`src/rtl/mem_access_unit.sv`:
```
// Load/store sequencer between the MEM stage and a big-endian word-wide data memory.
// Sub-word stores are done as read-modify-write. Memory strobes, write data and address
// are registered so the level-sensitive write enable never glitches.
module mem_access_unit #(
  parameter int unsigned ADDR_BITS = 7
) (
  input  logic        clk,
  input  logic        rst,
  input  logic        req_valid,
  output logic        req_ready,
  input  logic        req_we,
  input  logic [1:0]  req_size,
  input  logic        req_unsigned,
  input  logic [31:0] req_addr,
  input  logic [31:0] req_wdata,
  output logic        resp_valid,
  output logic [31:0] resp_rdata,
  output logic        resp_err,
  output logic [31:0] Mem_addr,
  output logic [31:0] Mem_w_data,
  output logic        Mem_w,
  output logic        Mem_r,
  input  logic [31:0] Mem_r_data
);

  typedef enum logic [1:0] {StIdle, StRd, StWr, StResp} state_e;

  localparam logic [1:0] SzByte = 2'd0;
  localparam logic [1:0] SzHalf = 2'd1;
  localparam logic [1:0] SzWord = 2'd2;

  state_e      state_q, state_d;
  logic        we_q, we_d;
  logic [1:0]  size_q, size_d;
  logic        uns_q, uns_d;
  logic [1:0]  off_q, off_d;
  logic [15:0] wdata_q, wdata_d;
  logic        err_q, err_d;
  logic [31:0] rbuf_q, rbuf_d;
  logic [31:0] mem_addr_q, mem_addr_d;
  logic [31:0] mem_w_data_q, mem_w_data_d;
  logic        mem_w_q, mem_w_d;
  logic        mem_r_q, mem_r_d;

  logic        req_err;
  logic [31:0] merged_word;
  logic [31:0] load_data;
  logic [7:0]  load_byte;
  logic [15:0] load_half;

  // Address bits above the memory size alias and are intentionally dropped.
  logic unused_addr_hi;
  assign unused_addr_hi = ^req_addr[31:ADDR_BITS];

  assign req_err = (req_size == 2'd3) ||
                   ((req_size == SzHalf) && req_addr[0]) ||
                   ((req_size == SzWord) && (req_addr[1:0] != 2'b00));

  // Lane merge of store data into the word just read, and extension of loaded data.
  always_comb begin
    merged_word = Mem_r_data;
    load_byte   = 8'd0;
    load_half   = 16'd0;
    load_data   = rbuf_q;
    if (size_q == SzByte) begin
      unique case (off_q)
        2'd0: merged_word[31:24] = wdata_q[7:0];
        2'd1: merged_word[23:16] = wdata_q[7:0];
        2'd2: merged_word[15:8]  = wdata_q[7:0];
        default: merged_word[7:0] = wdata_q[7:0];
      endcase
    end else if (off_q[1]) begin
      merged_word[15:0] = wdata_q;
    end else begin
      merged_word[31:16] = wdata_q;
    end

    unique case (off_q)
      2'd0: load_byte = rbuf_q[31:24];
      2'd1: load_byte = rbuf_q[23:16];
      2'd2: load_byte = rbuf_q[15:8];
      default: load_byte = rbuf_q[7:0];
    endcase
    load_half = off_q[1] ? rbuf_q[15:0] : rbuf_q[31:16];

    if (size_q == SzByte) begin
      load_data = uns_q ? {24'd0, load_byte} : {{24{load_byte[7]}}, load_byte};
    end else if (size_q == SzHalf) begin
      load_data = uns_q ? {16'd0, load_half} : {{16{load_half[15]}}, load_half};
    end
  end

  // Next-state logic; memory strobes are set only on the transition into RD/WR.
  always_comb begin
    state_d      = state_q;
    we_d         = we_q;
    size_d       = size_q;
    uns_d        = uns_q;
    off_d        = off_q;
    wdata_d      = wdata_q;
    err_d        = err_q;
    rbuf_d       = rbuf_q;
    mem_addr_d   = mem_addr_q;
    mem_w_data_d = mem_w_data_q;
    mem_w_d      = 1'b0;
    mem_r_d      = 1'b0;

    unique case (state_q)
      StIdle: begin
        if (req_valid) begin
          we_d       = req_we;
          size_d     = req_size;
          uns_d      = req_unsigned;
          off_d      = req_addr[1:0];
          wdata_d    = req_wdata[15:0];
          err_d      = req_err;
          mem_addr_d = '0;
          mem_addr_d[ADDR_BITS-1:2] = req_addr[ADDR_BITS-1:2];
          if (req_err) begin
            state_d = StResp;
          end else if (!req_we || (req_size != SzWord)) begin
            state_d = StRd;
            mem_r_d = 1'b1;
          end else begin
            state_d      = StWr;
            mem_w_d      = 1'b1;
            mem_w_data_d = req_wdata;
          end
        end
      end
      StRd: begin
        rbuf_d = Mem_r_data;
        if (we_q) begin
          state_d      = StWr;
          mem_w_d      = 1'b1;
          mem_w_data_d = merged_word;
        end else begin
          state_d = StResp;
        end
      end
      StWr: begin
        state_d = StResp;
      end
      default: begin
        state_d = StIdle;
      end
    endcase
  end

  // State and datapath registers with synchronous reset.
  always_ff @(posedge clk) begin
    if (rst) begin
      state_q      <= StIdle;
      we_q         <= 1'b0;
      size_q       <= 2'd0;
      uns_q        <= 1'b0;
      off_q        <= 2'd0;
      wdata_q      <= 16'd0;
      err_q        <= 1'b0;
      rbuf_q       <= 32'd0;
      mem_addr_q   <= 32'd0;
      mem_w_data_q <= 32'd0;
      mem_w_q      <= 1'b0;
      mem_r_q      <= 1'b0;
    end else begin
      state_q      <= state_d;
      we_q         <= we_d;
      size_q       <= size_d;
      uns_q        <= uns_d;
      off_q        <= off_d;
      wdata_q      <= wdata_d;
      err_q        <= err_d;
      rbuf_q       <= rbuf_d;
      mem_addr_q   <= mem_addr_d;
      mem_w_data_q <= mem_w_data_d;
      mem_w_q      <= mem_w_d;
      mem_r_q      <= mem_r_d;
    end
  end

  assign req_ready  = (state_q == StIdle);
  assign resp_valid = (state_q == StResp);
  assign resp_err   = (state_q == StResp) && err_q;
  assign resp_rdata = ((state_q == StResp) && !err_q && !we_q) ? load_data : 32'd0;
  assign Mem_addr   = mem_addr_q;
  assign Mem_w_data = mem_w_data_q;
  assign Mem_w      = mem_w_q;
  assign Mem_r      = mem_r_q;

endmodule
```
`config.mk`:
```
export PLATFORM = sky130hd
export DESIGN_NAME = mem_access_unit
export DESIGN_NICKNAME = d
export VERILOG_FILES = /design/src/rtl/mem_access_unit.sv
export SDC_FILE = /design/constraint.sdc
export NUM_CORES = 1
export LEC_CHECK = 0
export BUFFER_PORTS_ARGS = -buffer_cell sky130_fd_sc_hd__buf_2
export CORE_MARGIN = 1
export CORE_UTILIZATION = 40
export DETAILED_ROUTE_END_ITERATION = 12
export PLACE_DENSITY_LB_ADDON = 0.05
export REMOVE_ABC_BUFFERS = 1
export SYNTH_ARGS = -nofsm -noshare
export SYNTH_HDL_FRONTEND = slang
export SYNTH_SLANG_ARGS = --single-unit
```
`constraint.sdc`:
```
create_clock -name clk -period 2.4 [get_ports clk]
set_input_delay 0.24 -clock clk [delete_from_list [all_inputs] [get_ports clk]]
set_output_delay 0.24 -clock clk [all_outputs]
set_load 0.01 [all_outputs]
```
# Yosys cells after proc, flatten, opt, wreduce, memory -nomap -nowiden
# Index checks and enable logic that the tools add are counted.
# W data, S select, Z words.
[totals] reg_bits=96 output_inout_bits=101 inputBits=103 wordCells=78
[classes] n_reduce_logical=20 n_eq_ne=14 n_bitwise=2 n_mux=30
[ops] op="$mux W32" n=10
[ops] op="$pmux W32 S2" n=1
[ops] op="$mux W16" n=3
[ops] op="$mux W8" n=4
[ops] op="$pmux W8 S3" n=1
[ops] op="$eq A2 B2 Y1 const B" n=5
[ops] op="$ne A2 B2 Y1 const B" n=5
[ops] op="$eq A2 B1 Y1 const B" n=4
[ops] op="$logic_not A2 Y1" n=3
[ops] op="$mux W1" n=6
[ops] op="$mux W2" n=3
[ops] op="$pmux W2 S3" n=1
[ops] op="$logic_and A1 B1 Y1" n=5
[ops] op="$reduce_and A5 Y1" n=1
[ops] op="$reduce_bool A2 Y1" n=2
[ops] op="$reduce_or A4 Y1" n=1
[ops] op="$logic_not A1 Y1" n=3
[ops] op="$logic_or A1 B1 Y1" n=3
[ops] op="$reduce_or A3 Y1" n=1
[ops] op="$not A1 Y1" n=2
[ops] op="$pmux W1 S2" n=1
[ops] op="$reduce_and A2 Y1" n=1

# Longest topological paths before layout
[depth] ltp_word=7 ltp_mapped=9 depth_no_buf=6

# Worst setup path after synthesis
# No wires, ideal clock.
[synth_timing] kind="flip-flop to output port" start="register state_q[0]" end="output resp_rdata[21]" path_slack_ps=543 t_arrival_ps=1617 required_ps=2160 n_path_buf=2 stages_incl_launch_ff=8 cell_sequence="dfxtp_1 ha_1 nor3b_1 and2_1 clkbuf_1 clkbuf_1 nand2_1 nand2_1"
[synth_between] elab_chain_len=4
[synth_rtl] item="from (decl)" line="32" source="state_e state_q, state_d;"
[synth_rtl] item="from (signal assigned)" line="153" source="state_q <= StIdle;"
[synth_rtl] item="from (signal assigned)" line="166" source="state_q <= state_d;"
[synth_rtl] item="$eq A2 B2 Y1"
[synth_rtl] item="net resp_valid" line="16" source="output logic resp_valid,"
[synth_rtl] item="$logic_and A1 B1 Y1 (2 in a row)" line="184" source="assign resp_rdata = ((state_q == StResp) && !err_q && !we_q) ? load_data : 32'd0;"
[synth_rtl] item="$mux W32" line="184"
[synth_rtl] item="to (decl)" line="17" source="output logic [31:0] resp_rdata,"
# The timed path passes the listed nets, and every way through them passes these cells.

# Worst setup path after layout
[layout_timing] start="register off_q[1]" end="output resp_rdata[13]"
[layout_between] elab_chain_len=5 word_cells_on_any_way=10 cone_classes="2 x eq/ne; 7 x mux; 1 x reduce/logical"
[layout_rtl] item="from (decl)" line="36" source="logic [1:0] off_q, off_d;"
[layout_rtl] item="from (signal assigned)" line="157" source="off_q <= 2'd0;"
[layout_rtl] item="from (signal assigned)" line="170" source="off_q <= off_d;"
[layout_rtl] item="$eq A2 B2 Y1 (tied with other cells)" line="78" source="unique case (off_q)"
[layout_rtl] item="$pmux W8 S3 or $mux W32 (tied branches)" line="78, 89"
[layout_rtl] item="$mux W32, on equally long branches" line="87, 88"
[layout_rtl] item="$mux W32 *" line="86" source="if (size_q == SzByte) begin"
[layout_rtl] item="$mux W32 *" line="184"
# Mark *: on every way between the ends. The rest lies on a longest branch, timed or not.

==> results.cfg <==
[finish]
diodes = 0
regArea_mm2 = 0.001924
multiInputGateArea_mm2 = 0.003065
n_fill_cell = 1332
drive_gt1_frac = 0.2948
finalNetCount = 889
fin_cells = 963
post-route-cell-area_mm2 = 0.006580
area_delta_synth_final_pct = 21.04

[global_route]
overflow = 0
grt_start_max_net_pins = 40
grt_pass1_vias = 4853
grt_pass1_wl_um = 26430
grt_usage = 0.2440
antenna_found_initial = 0

[critical_path]
start_kind = flip-flop
arrival_ns = 2.05
critical_path_class = flip-flop to output port
cp_cell_sequence = mux4_2, nor2b_1, o21ai_4, nor2_1, buf_2
cp_slowest_stage_delay_ns = 0.59
r2r-end = Mem_w_data[0]
critPathCaptureType = output port
rr_startpoint = state_q[0]
cp_max_fo = 17
reg2reg_depth = 5
critPathSlowestCell = dfxtp_2
crit_required_ns = 2.16
ff2ff_setup_slack_ns = 0.35

[synthesis]
synth_top_family_by_area = compound AO/OA/AOI/OAI gates
synthMuxAreaShare = 0.1369
syn-cell-area_mm2 = 0.005436
ys_ff_latch = 96
yosys_most_used_dff = dfxtp_1
synth-adder-area-share = 0.009206
synth_edf_count = 0
synth_cell_types = 52
synthCells = 647
synth.avg_cell_area_um2 = 8.403
synth_seq_area_share = 0.3535
synth_xor_area_frac = 0
async_flop_share = 0
ys_warn_count = 0
synth-compound-area-share = 0.2168
yosys.area_share.simple = 0.1781

[clock_tree]
postCtsHoldBufs = 0
cts_made_buffers = 9
htree_num_levels = 3
worstSkewPairLatency_ns = 0.35
cts_num_sinks = 96
cts.path.max_buffers = 2
tritoncts = done
clkTransAtPathRegs_ns = 0.07
clockRootBuffer = clkbuf_16

[placed_design]
hpwl_um = 12390
dp.cells = 945
pre_cts_ws_ns = 0.3655
placed_cell_area_mm2 = 0.006231
portBuffers = 151
gp_congestion = 0.8097

[drt]
ant_nets = 0
via_count = 5145
dr.pass1.iters = 5
wl_um = 16860
drcViolationCount = 0
wl_per_cell_um = 17.51
viasPerCell = 5.343
drt_iter0_markers = 387

[pwr]
power.density_mw_per_mm2 = 1147
power_w = 0.007547
leakage_nw = 2.997
vdd_ir_drop_max_v = 0.0007652

[sta]
final.setup.tns_ns = 0
fin_crit_sh = 0.9558
slew_headroom = 0.5128
max_clock_freq_mhz = 435.9
worst_slack_ns = 0.1061
finClkSkew_ns = 0.009374
drv_slew = 0
worstMarginPinSlew_ns = 0.7300
fin_crit_ns = 2.294
hold_viol = 0
final-setup-viol-count = 0

[status]
status = finished, final reports clean

[hold_path]
holdCritPathClass = input pin to flip-flop
hold_end = Mem_addr[6]
hold_depth = 3
min_from = req_addr[6]

[die]
pin_count = 204
fp.dieH_um = 118.6
num_rows = 42
dieArea_mm2 = 0.01406
fp.coreArea_mm2 = 0.01324
initial_utilization = 0.4105
die_width_um = 118.6

[flow_run]
cap_violations = 0
## registers in the layout (all words and copies together) (netlist names)
name	flops
Mem_w_data	32
size_q	2
uns_q	1
Mem_w	1
off_q	2
rbuf_q	32
we_q	1
state_q	2
err_q	1
Mem_addr	5
wdata_q	16
Mem_r	1
## where the power goes
| group | switching [W] | internal, W | total, W |
|---|---|---|---|
| sequential | 0.000373 | 0.00205 | 0.00243 |
| combinational | 0.00211 | 0.00150 | 0.00361 |
| clock | 0.000644 | 0.000864 | 0.00151 |
| total | 0.00313 | 0.00442 | 0.00755 |
## Yosys cell counts (2+ instances only)
cell      instances  area (um^2)
nor3_1            4        20.02
o22ai_1          15        93.84
mux2i_1          62        620.6
mux2_2            7        78.83
dfxtp_1          96         1922
nor2_2            2        12.51
or2_2             3        18.77
a32oi_1           7        61.31
buf_2            18        90.09
mux4_2            2        45.04
and2_1            3        18.77
a221oi_2         10        150.1
clkbuf_1         18        67.56
ha_1              4        50.05
o211ai_1          9        67.56
a221o_1          15        150.1
buf_1             3        11.26
o221ai_1         10        87.58
a21oi_1          39        195.2
a221oi_1          5        43.79
nand2_1         130        488.0
inv_1            27        101.4
nor2_1           62        232.7
nand2b_1          5        31.28
clkbuf_2          2        10.01
or4_1             2        15.01
a22o_1            7        61.31
nor2b_1           3        18.77
a32o_1            9        90.09
o21ai_0          11        55.05
buf_6             3        33.78
buf_4            34        255.2
## how the worst max path moves through the flow
stage | start | end | slack [ns] | cells past startpoint
final | off_q[1] | resp_rdata[13] | 0.11 | 5
after global routing | off_q[1] | resp_rdata[13] | -0.007 | 5
after detailed placement | off_q[1] | Mem_w_data[15] | 0.37 | 4
after CTS | size_q[1] | resp_rdata[3] | 0.03 | 5
after floorplan | state_q[1] | Mem_w_data[10] | -1.28 | 6
after global placement | off_q[1] | Mem_w_data[13] | 0.41 | 4
## layer usage
layer	track usage	vias to the layer above	share of wire
met1	0.3454	2425	0.47
met4	0.09810	0	0.023
met3	0.03427	22	0.061
met2	0.3706	200	0.44
li1	-	2498	-
met5	0	-	0
## metrics by stage
stage          utilization  hold WS, ns
6_report            0.4969       0.1271
4_1_cts             0.4932       0.1165
3_3_place_gp        0.4705       0.4406
3_5_place_dp        0.4705       0.4476
2_1_floorplan            -       0.3062
5_1_grt             0.4969       0.1282
## cell families after synthesis
group | count (synthesis)
buffers and inverters | 105
other | 1
and+or+nand+nor | 223
DFF | 96
adders and majority gates | 4
AOI/OAI and AO/OA | 147
muxes | 71
## layout make-up
cell class | instances | share of cell area
timing repair buffer | 176 | 0.1472
multi-input combinational | 472 | 0.4659
inverter | 27 | 0.01540
sequential | 96 | 0.2925
clock inverter | 3 | 0.006085
tap | 176 | 0.03347
clock buffer | 13 | 0.03955
## cells in the final DEF, fill, tap and decap left out, types with 23 or more instances in the layout
master | netlist | layout
a21oi_1 | 39 | 39
buf_2 | 18 | 151
buf_4 | 34 | 23
conb_1 | 1 | 27
dfxtp_1 | 96 | 94
inv_1 | 27 | 27
mux2i_1 | 62 | 62
nand2_1 | 130 | 129
nor2_1 | 62 | 61
## what timing repair did
action                                 4_1_cts  5_1_grt
gates resized for setup                      0        5
setup endpoints to repair                    0       32
buffers inserted                             0        2
endpoints found under the hold margin        0        0
## critical path, delay by kind of cell (launching register included)
family / cells / cell delay, ns
mux: 1 / 0.38
compound gates: 1 / 0.25
flops: 1 / 0.59
simple gates: 2 / 0.31
buf+inv: 1 / 0.16
Power figures use the tool's default switching activity.
